==> config.mk <==
export PLATFORM = sky130hd
export DESIGN_NAME = la_settings_controller
export DESIGN_NICKNAME = d
export VERILOG_FILES = /design/src/rtl/la_settings_controller.sv
export SDC_FILE = /design/constraint.sdc
export NUM_CORES = 1
export LEC_CHECK = 0
export ABC_AREA = 1
export BUFFER_PORTS_ARGS = -buffer_cell sky130_fd_sc_hd__buf_2
export CAP_MARGIN = 20
export CELL_PAD_IN_SITES_DETAIL_PLACEMENT = 1
export CELL_PAD_IN_SITES_GLOBAL_PLACEMENT = 1
export CORE_UTILIZATION = 44
export DETAILED_ROUTE_END_ITERATION = 8
export PLACE_DENSITY = 0.79
export SLEW_MARGIN = 20
export SYNTH_ARGS = -nofsm -noshare
export SYNTH_HDL_FRONTEND = slang
export SYNTH_SLANG_ARGS = --single-unit
==> constraint.sdc <==
create_clock -name clk -period 3.2 [get_ports clk]
set_input_delay 0 -clock clk [delete_from_list [all_inputs] [get_ports clk]]
set_output_delay 0 -clock clk [all_outputs]
set_load 0.05 [all_outputs]
==> src/rtl/la_settings_controller.sv <==
// Front-panel settings controller: button synchronise/debounce/auto-repeat,
// timebase preset, channel select and per-channel trigger kinds.
module la_settings_controller #(
  parameter int unsigned N_CHANNELS      = 16,
  parameter int unsigned N_PRESETS       = 32,
  parameter int unsigned PRESET_W        = 29,
  parameter int unsigned BASE_CLK_HZ     = 400000000,
  parameter int unsigned PRESCALER_TABLE [N_PRESETS] = '{
    1, 2, 4, 8, 16, 20, 32, 40, 80, 160, 200, 400, 800, 1600, 2000, 4000,
    8000, 16000, 20000, 40000, 80000, 160000, 200000, 400000, 800000,
    1600000, 2000000, 4000000, 8000000, 16000000, 20000000, 40000000},
  parameter int unsigned RESET_PRESET    = 0,
  parameter int unsigned DEBOUNCE_CYCLES = 500000,
  parameter int unsigned REPEAT_DELAY    = 200000000,
  parameter int unsigned REPEAT_PERIOD   = 40000000,
  parameter int unsigned CHAN_WRAP       = 0
) (
  input  logic                                clk,
  input  logic                                rst,
  input  logic                                faster,
  input  logic                                slower,
  input  logic                                chan_next,
  input  logic                                chan_prev,
  input  logic                                trig_toggle,
  input  logic                                trig_clear,
  input  logic                                lock,
  output logic [PRESET_W-1:0]                 PRESCALING_FACTOR,
  output logic [PRESET_W-1:0]                 SAMPLING_FREQUENCY,
  output logic [N_CHANNELS-1:0][1:0]          TRIGGER_KIND,
  output logic [$clog2(N_CHANNELS)-1:0]       CURRENT_CHANNEL,
  output logic [$clog2(N_PRESETS)-1:0]        PRESET_INDEX,
  output logic                                SETTINGS_CHANGED
);

  localparam int unsigned CH_W    = $clog2(N_CHANNELS);
  localparam int unsigned PS_W    = $clog2(N_PRESETS);
  localparam int unsigned N_BTN   = 6;
  localparam int unsigned N_RPT   = 4;
  localparam int unsigned DB_W    = (DEBOUNCE_CYCLES > 1) ? $clog2(DEBOUNCE_CYCLES) : 1;
  localparam int unsigned RPT_MAX = (REPEAT_DELAY > REPEAT_PERIOD) ? REPEAT_DELAY : REPEAT_PERIOD;
  localparam int unsigned RPT_W   = $clog2(RPT_MAX + 1);

  // Button bit positions; the four navigation buttons occupy the low bits.
  localparam int unsigned B_FASTER = 0;
  localparam int unsigned B_SLOWER = 1;
  localparam int unsigned B_NEXT   = 2;
  localparam int unsigned B_PREV   = 3;
  localparam int unsigned B_TOGGLE = 4;
  localparam int unsigned B_CLEAR  = 5;

  // Elaboration-time preset tables
  logic [PRESET_W-1:0] presc_tbl [N_PRESETS];
  logic [PRESET_W-1:0] freq_tbl  [N_PRESETS];

  for (genvar g = 0; g < N_PRESETS; g++) begin : g_tbl
    assign presc_tbl[g] = PRESET_W'(PRESCALER_TABLE[g]);
    assign freq_tbl[g]  = PRESET_W'(BASE_CLK_HZ / PRESCALER_TABLE[g]);
  end

  // Button front-end state
  logic [N_BTN-1:0]            sync1_q, sync2_q;
  logic [N_BTN-1:0]            level_q, level_d;
  logic [N_BTN-1:0]            prev_q;
  logic [N_BTN-1:0][DB_W-1:0]  db_cnt_q, db_cnt_d;
  logic [N_RPT-1:0][RPT_W-1:0] rpt_cnt_q, rpt_cnt_d;
  logic [N_RPT-1:0]            rpt_first_q, rpt_first_d;
  logic [N_RPT-1:0]            rpt_fire_c;
  logic [N_BTN-1:0]            press_c;

  // Settings state
  logic [PS_W-1:0]            preset_q, preset_d;
  logic [CH_W-1:0]            chan_q, chan_d;
  logic [N_CHANNELS-1:0][1:0] trig_q, trig_d;
  logic [PRESET_W-1:0]        presc_q, freq_q;
  logic                       changed_q, changed_d;

  logic faster_c, slower_c, next_c, prev_c, toggle_c, clear_c;

  // Debounce: level follows the synchronised input only after it has
  // differed for DEBOUNCE_CYCLES consecutive cycles; any bounce restarts.
  always_comb begin
    level_d  = level_q;
    db_cnt_d = db_cnt_q;
    for (int i = 0; i < N_BTN; i++) begin
      if (sync2_q[i] == level_q[i]) begin
        db_cnt_d[i] = '0;
      end else if (db_cnt_q[i] == DB_W'(DEBOUNCE_CYCLES - 1)) begin
        level_d[i]  = sync2_q[i];
        db_cnt_d[i] = '0;
      end else begin
        db_cnt_d[i] = db_cnt_q[i] + DB_W'(1);
      end
    end
  end

  assign press_c = level_q & ~prev_q;

  // Auto-repeat: count cycles since the press (or last repeat) while held.
  always_comb begin
    rpt_cnt_d   = rpt_cnt_q;
    rpt_first_d = rpt_first_q;
    rpt_fire_c  = '0;
    for (int i = 0; i < N_RPT; i++) begin
      if (!level_q[i] || (REPEAT_DELAY == 0)) begin
        rpt_cnt_d[i]   = '0;
        rpt_first_d[i] = 1'b0;
      end else if (press_c[i]) begin
        rpt_cnt_d[i]   = RPT_W'(1);
        rpt_first_d[i] = 1'b0;
      end else if (!rpt_first_q[i] && (rpt_cnt_q[i] == RPT_W'(REPEAT_DELAY))) begin
        rpt_fire_c[i]  = 1'b1;
        rpt_cnt_d[i]   = RPT_W'(1);
        rpt_first_d[i] = 1'b1;
      end else if (rpt_first_q[i] && (rpt_cnt_q[i] == RPT_W'(REPEAT_PERIOD))) begin
        rpt_fire_c[i]  = 1'b1;
        rpt_cnt_d[i]   = RPT_W'(1);
      end else begin
        rpt_cnt_d[i]   = rpt_cnt_q[i] + RPT_W'(1);
      end
    end
  end

  // Event qualification; lock discards timebase and trigger events only.
  assign faster_c = (press_c[B_FASTER] | rpt_fire_c[B_FASTER]) & ~lock;
  assign slower_c = (press_c[B_SLOWER] | rpt_fire_c[B_SLOWER]) & ~lock;
  assign next_c   =  press_c[B_NEXT]   | rpt_fire_c[B_NEXT];
  assign prev_c   =  press_c[B_PREV]   | rpt_fire_c[B_PREV];
  assign toggle_c =  press_c[B_TOGGLE] & ~lock;
  assign clear_c  =  press_c[B_CLEAR]  & ~lock;

  // Next settings; toggle uses the channel selected before any move.
  always_comb begin
    preset_d  = preset_q;
    chan_d    = chan_q;
    trig_d    = trig_q;
    changed_d = 1'b0;

    if (faster_c) begin
      if (preset_q != PS_W'(N_PRESETS - 1)) preset_d = preset_q + PS_W'(1);
    end else if (slower_c) begin
      if (preset_q != '0) preset_d = preset_q - PS_W'(1);
    end

    if (next_c) begin
      if (chan_q != CH_W'(N_CHANNELS - 1)) chan_d = chan_q + CH_W'(1);
      else if (CHAN_WRAP != 0)             chan_d = '0;
    end else if (prev_c) begin
      if (chan_q != '0)        chan_d = chan_q - CH_W'(1);
      else if (CHAN_WRAP != 0) chan_d = CH_W'(N_CHANNELS - 1);
    end

    if (clear_c) begin
      trig_d = '0;
    end else if (toggle_c) begin
      trig_d[chan_q] = trig_q[chan_q] + 2'd1;
    end

    changed_d = (preset_d != preset_q) || (trig_d != trig_q);
  end

  // Button front-end registers
  always_ff @(posedge clk) begin
    if (rst) begin
      sync1_q     <= '0;
      sync2_q     <= '0;
      level_q     <= '0;
      prev_q      <= '0;
      db_cnt_q    <= '0;
      rpt_cnt_q   <= '0;
      rpt_first_q <= '0;
    end else begin
      sync1_q     <= {trig_clear, trig_toggle, chan_prev, chan_next, slower, faster};
      sync2_q     <= sync1_q;
      level_q     <= level_d;
      prev_q      <= level_q;
      db_cnt_q    <= db_cnt_d;
      rpt_cnt_q   <= rpt_cnt_d;
      rpt_first_q <= rpt_first_d;
    end
  end

  // Settings registers; table outputs load on the same edge as the index.
  always_ff @(posedge clk) begin
    if (rst) begin
      preset_q  <= PS_W'(RESET_PRESET);
      presc_q   <= PRESET_W'(PRESCALER_TABLE[RESET_PRESET]);
      freq_q    <= PRESET_W'(BASE_CLK_HZ / PRESCALER_TABLE[RESET_PRESET]);
      chan_q    <= '0;
      trig_q    <= '0;
      changed_q <= 1'b0;
    end else begin
      preset_q  <= preset_d;
      presc_q   <= presc_tbl[preset_d];
      freq_q    <= freq_tbl[preset_d];
      chan_q    <= chan_d;
      trig_q    <= trig_d;
      changed_q <= changed_d;
    end
  end

  assign PRESCALING_FACTOR  = presc_q;
  assign SAMPLING_FREQUENCY = freq_q;
  assign TRIGGER_KIND       = trig_q;
  assign CURRENT_CHANNEL    = chan_q;
  assign PRESET_INDEX       = preset_q;
  assign SETTINGS_CHANGED   = changed_q;

endmodule

Word-level counts from Yosys, hierarchy flattened. Memory sizes are Yosys's and may differ from the RTL's. A register that Yosys moved wholly into a read port is not among the register bits. Index checks and enable logic that the tools add are counted. Widths: inputs -> output; s select.

Register bits after elaboration: 296. Bits in read-only memories: 1856. Bits of input ports: 9. Output and inout bits: 100. Logic and storage cells: 198. Memories: 2.

Memories: (no name shown) (depth 32, bits a word 29, read ports 1, clocked after memory_dff 1, wr ports 0, RTL line 194) `freq_q <= freq_tbl[preset_d];`; (no name shown) (depth 32, bits a word 29, read ports 1, clocked after memory_dff 1, wr ports 0, RTL line 193) `presc_q <= presc_tbl[preset_d];`.

Add/subtract/negate cells: 15. Magnitude comparators: 2. Equal/unequal tests: 25. Mux-type cells: 43. Bitwise operators: 22. Reductions and logical operators: 43.

Operators with widths (number): $add 19x1->19 const B (6); $eq 19x19->1 const B (6); $add 28x1->28 const B (4); $eq 28x26->1 const B (4); $eq 28x28->1 const B (4); $mux 32 (2); $bwmux 32 (1); $ne 32x32->1 (1); $reduce_or 3->1 (10); $mux 1 (28); $mux 5 (4); $reduce_or 5->1 (4); $mux 4 (4); $reduce_and 2->1 (6); $not 1->1 (11); $logic_and 1x1->1 (9); $bmux 2 s4 (1); $demux 2 s4 (1); $reduce_or 2->1 (4); $and 6x6->6 (1); $eq 1x1->1 (6); $not 5->6 (1); $not 6->6 (1); $add 5x1->5 const B (1); other kinds (19) (30).

Logic depth before layout (Yosys ltp).
Depth in word-level cells: 12. Mapped depth: 22. Mapped depth without buffers: 20.

Worst setup path after synthesis. OpenSTA, ideal clock, no wires.

Path kind: register to register. From: register preset_q[0] (netlist: PRESET_INDEX[0]). To: register presc_q[13] (netlist: PRESCALING_FACTOR[13]). Library setup time: 0.072 ns. Arrival: 2.675 ns. Required time: 3.128 ns. Slack: 0.453 ns. Stages on the path, launching flop included: 18. Path buffers: 0. Clock period less this slack: 2.747 ns. Cell sequence: dfxtp_1 inv_1 ha_1 nand3_1 nor2_1 inv_1 nand2_1 o21ai_0 nand3_1 nand2_1 nand2_1 nand2_1 ha_1 inv_1 nand2_1 nand2_1 or2_0 a21oi_1.

Longest elaborated chain between the ends: 5. Elaborated cells on any way between the ends: 9. Those cells by class: add/sub (2); eq/ne (1); mux (4); bitwise (1); reduce/logical (1).

RTL lines: start: declaration (RTL line 71) `logic [PS_W-1:0] preset_q, preset_d;`; start signal: assignment (RTL line 185) `preset_q <= PS_W'(RESET_PRESET);`; start signal: assignment (RTL line 192) `preset_q <= preset_d;`; $sub 5x1->5 / $reduce_bool 5->1 (equally long branches) (RTL line 141) `if (preset_q != '0) preset_d = preset_q - PS_W'(1);`; $mux 5 (RTL line 141); $mux 5 (RTL line 140) `end else if (slower_c) begin`; $mux 5 (*) (RTL line 138) `if (faster_c) begin`; $not 5->6 (not written as such) (*) (RTL line 193); end: declaration (RTL line 74) `logic [PRESET_W-1:0] presc_q, freq_q;`.

Mark *: on every way between the ends. The rest lies on a longest branch, timed or not. A chain may end at the register's enable or synchronous reset.

Worst setup path after layout.
From: register rpt_cnt_q[0] (netlist name). To: register presc_q[13] (netlist: PRESCALING_FACTOR[13]).

Longest elaborated chain between the ends: 10. Elaborated cells on any way between the ends: 12. Those cells by class: eq/ne (2); mux (5); bitwise (3); reduce/logical (2).

RTL lines: start: declaration (RTL line 65) `logic [N_RPT-1:0][RPT_W-1:0] rpt_cnt_q, rpt_cnt_d;`; start signal: assignment (RTL line 177) `rpt_cnt_q <= rpt_cnt_d;`; $eq 28x26->1 (RTL line 114) `end else if (rpt_first_q[i] && (rpt_cnt_q[i] == RPT_W'(REPEAT_PERIOD))) begin`; $logic_and 1x1->1 (RTL line 114); $mux 1 (RTL line 114); $mux 1 (*) (RTL line 110) `end else if (!rpt_first_q[i] && (rpt_cnt_q[i] == RPT_W'(REPEAT_DELAY))) begin`; $mux 1 (*) (RTL line 107) `end else if (press_c[i]) begin`; $mux 1 (*) (RTL line 104) `if (!level_q[i] || (REPEAT_DELAY == 0)) begin`; $or 1x1->1 (*) (RTL line 124) `assign faster_c = (press_c[B_FASTER] | rpt_fire_c[B_FASTER]) & ~lock;`; $and 1x1->1 (*) (RTL line 124); $mux 5 (*) (RTL line 138); net preset_d[0] (RTL line 71); $not 5->6 (not written as such) (*) (RTL line 193).

Mark *: on every way through the listed nets, which the timed path passes. The rest lies on a longest branch.

==> flow_summary.json <==
{
  "power.density_nw_per_um2": 481,
  "synth_top_family_by_area": "simple AND/OR/NAND/NOR gates",
  "synth_area_um2": 16800,
  "cts_buffer_depth": 3,
  "path_cells": "inv_1 > ha_1 > nand3_1 > nor3_2 > nand3_1 > nand3_2 > nand2_2 > or2_2 > nand2_2 > ha_1 > inv_1 > nand2_1 > nand2_1 > or2_0 > a21oi_1",
  "worstHoldPathCells": 7,
  "grt_start_max_net_pins": 47,
  "synth_edf_count": 0,
  "vias": 16182,
  "numCtsBuffers": 41,
  "hold_viol": 0,
  "fin_crit_sh": 0.926,
  "ys.flop_type": "dfxtp_1",
  "finClkSkew_ps": 15.6,
  "maxUsedRoutingLayer": "met4",
  "p_int_w": 0.00733,
  "peakVddDrop_v": 0.000436,
  "whs_endpoint": "TRIGGER_KIND[3]$_SDFF_PP0_",
  "final_common_cell": "nand2_1",
  "ys_ff_latch": 350,
  "max_freq_mhz": 337,
  "drive_above_1_share": 0.102,
  "tightest_slew_ps": 753,
  "nFillCells": 4945,
  "grt_remaining_overflow": 0,
  "drc_errors": 0,
  "hp-start": "lock",
  "cp-end-kind": "flop",
  "yosysSeqAreaShare": 0.417,
  "nets": 2582,
  "wl_met3_um": 1750,
  "crit_family": "simple AND/OR/NAND/NOR gates",
  "r2r_end": "PRESCALING_FACTOR[13]$_SDFF_PP0_",
  "first_pass_iters": 5,
  "setup-violations-final": 0,
  "cp_num_buf_inv": 2,
  "route.met2.wl_um": 23500,
  "grt_usage": 0.250,
  "clock-sinks": 350,
  "clk_latency_ps": 570,
  "drt-initial-drc-count": 718,
  "leakage_nw": 7.56,
  "reg2regPathDepth": 15,
  "synth_xor_area_frac": 0.0266,
  "synth_compound_area_frac": 0.102,
  "path_class": "flop to flop",
  "power_frac_seq": 0.470,
  "fin_ws_ps": 236,
  "p_total_w": 0.00932,
  "place.gp.congestion": 0.905,
  "grt_pass1_vias": 16620,
  "multi_input_area_um2": 8230,
  "postRouteAntennaNets": 0,
  "start_util": 0.447,
  "die_h_um": 198,
  "p_switching_w": 0.00199,
  "maxSlewViolCount": 0,
  "worstPathArrival_ps": 3450,
  "worstPathRequired_ps": 3690,
  "antenna_cells": 0,
  "max_stage_delay_ps": 340,
  "grt_pass1_wl_um": 80300,
  "vias_per_cell": 5.23,
  "die_x_um": 198,
  "yosys.area_share.simple": 0.340,
  "antenna_found_initial": 0,
  "maxCapViolCount": 0,
  "slowest_stage": "or2_2",
  "synthAdderAreaFrac": 0.0183,
  "hold_path_class": "primary input to flop",
  "clk_pin_slew_ps": 60,
  "wl_met1_um": 22200,
  "ff_latch_area_um2": 7010,
  "core_um2": 37700,
  "die-area_um2": 39000,
  "synth_warnings": 0,
  "routedWlPerCell_um": 15.7,
  "cts_tree": "done",
  "cp-start-kind": "flop",
  "place_ws_ps": 229,
  "area_growth_pct": 15.2,
  "min_period_ps": 2960,
  "dpl.hpwl_um": 35700,
  "rows": 71,
  "sw_frac_of_total": 0.214,
  "synth_mux_area_frac": 0,
  "final_cell_mix": "495 x nand2_1, 350 x dfxtp_1, 350 x inv_1",
  "status": "finished, final reports clean",
  "synth-async-reset-ratio": 0,
  "p_comb_frac": 0.012,
  "syn_area_per_cell_um2": 6.96,
  "cts_htree_levels": 2,
  "clkPwrFrac": 0.518,
  "crit_fanout": 14,
  "slew_headroom": 0.496,
  "synth_cells": 2416,
  "pin_count": 109,
  "root_buffer": "clkbuf_16",
  "cts_setup_buffers": 0,
  "rrSetupSlack_ps": 240,
  "synth_cell_types": 54,
  "rr_startpoint": "rpt_cnt_q[0]$_SDFF_PP0_",
  "numPortBuffers": 105,
  "wirelength_um": 48600
}
[how the worst max path moves through the flow]
stage,start,to,slack (ps),cells after the start
floorplan,PRESET_INDEX[0]$_SDFF_PP0_,PRESCALING_FACTOR[13]$_SDFF_PP0_,450,17
global placement,PRESET_INDEX[0]$_SDFF_PP0_,PRESCALING_FACTOR[16]$_SDFF_PP0_,180,13
detailed placement,PRESET_INDEX[0]$_SDFF_PP0_,PRESCALING_FACTOR[16]$_SDFF_PP0_,230,13
CTS,rpt_cnt_q[0]$_SDFF_PP0_,PRESCALING_FACTOR[16]$_SDFF_PP0_,160,16
global route,rpt_cnt_q[0]$_SDFF_PP0_,PRESCALING_FACTOR[13]$_SDFF_PP0_,-9,15
finish,rpt_cnt_q[0]$_SDFF_PP0_,PRESCALING_FACTOR[13]$_SDFF_PP0_,240,15
[layer usage]
layer / track usage / vias to the layer above
met4: 0.0798 / 0
met1: 0.312 / 7745
met2: 0.437 / 262
met5: 0 / -
met3: 0.0422 / 84
li1: - / 8091
[stage by stage]
step	std cells	hold WS [ps]	setup TNS (ps)	utilization	area [um2]
floorplan	2418	107	0	-	16800
global placement	3010	210	0	0.475	17900
detailed placement	3010	220	0	0.475	17900
CTS	3092	142	0	0.514	19400
global route	3092	209	-9.44	0.515	19400
finish	3092	180	0	0.515	19400
[flip-flops by register name (all words and copies together), names as in the netlist]
signal	count
prev_q	6
SETTINGS_CHANGED	1
sync1_q	6
SAMPLING_FREQUENCY	28
level_q	6
rpt_first_q	4
rpt_cnt_q	112
db_cnt_q	114
sync2_q	6
CURRENT_CHANNEL	4
TRIGGER_KIND	32
PRESCALING_FACTOR	26
PRESET_INDEX	5
[power by group through the flow]
stage | registers, W | logic, W | clock network, W
global route | 0.00437 | 0.000121 | 0.00512
floorplan | 0.00448 | 0.0000596 | 0
finish | 0.00438 | 0.000110 | 0.00483
global placement | 0.00447 | 0.000101 | 0
detailed placement | 0.00447 | 0.000104 | 0
CTS | 0.00438 | 0.000111 | 0.00494
[cell families (layout without fill, tap and decap cells)]
family / after synthesis / after routing
AOI/OAI and AO/OA: 315 / 315
and+or+nand+nor: 1268 / 1268
buffers and inverters: 407 / 570
adders and majority gates: 24 / 24
DFF: 350 / 350
xor gates and xnor gates: 51 / 51
other: 1 / 3
[repair_timing]
item / 4_1_cts / 5_1_grt
endpoints found under the setup margin: 0 / 5
resized for setup: 0 / 5
endpoints found under the hold margin: 13 / 0
hold buffers: 7 / 0
[Yosys cell counts, types with 22 or more instances]
cell type | instances | area (um2)
xor2_1 | 41 | 359
nand4_1 | 71 | 444
dfxtp_1 | 350 | 7010
nand3_1 | 148 | 741
nor4_1 | 29 | 181
o21ai_0 | 91 | 455
nor3b_1 | 27 | 203
nand2_1 | 496 | 1860
nor2_1 | 329 | 1230
clkbuf_1 | 22 | 82.6
ha_1 | 23 | 288
a21oi_1 | 151 | 756
inv_1 | 350 | 1310
nor3_1 | 94 | 470
[area by class of cell]
class	instances	area share
Sequential cell	350	0.362
Clock inverter	14	0.00794
Clock buffer	61	0.0642
Timing Repair Buffer	132	0.0385
Tap cell	511	0.0330
Inverter	363	0.0703
Multi-Input combinational cell	1661	0.425
[worst reg2reg max path, stage by stage (launching register included)]
cell     delay [ps]
dfxtp_1         320
inv_1            80
ha_1            150
nand3_1         110
nor3_2          240
nand3_1         160
nand3_2         140
nand2_2         180
or2_2           340
nand2_2         120
ha_1            320
inv_1           100
nand2_1         150
nand2_1         130
or2_0           230
a21oi_1         120
No activity file was read; power rests on OpenSTA's default activity.
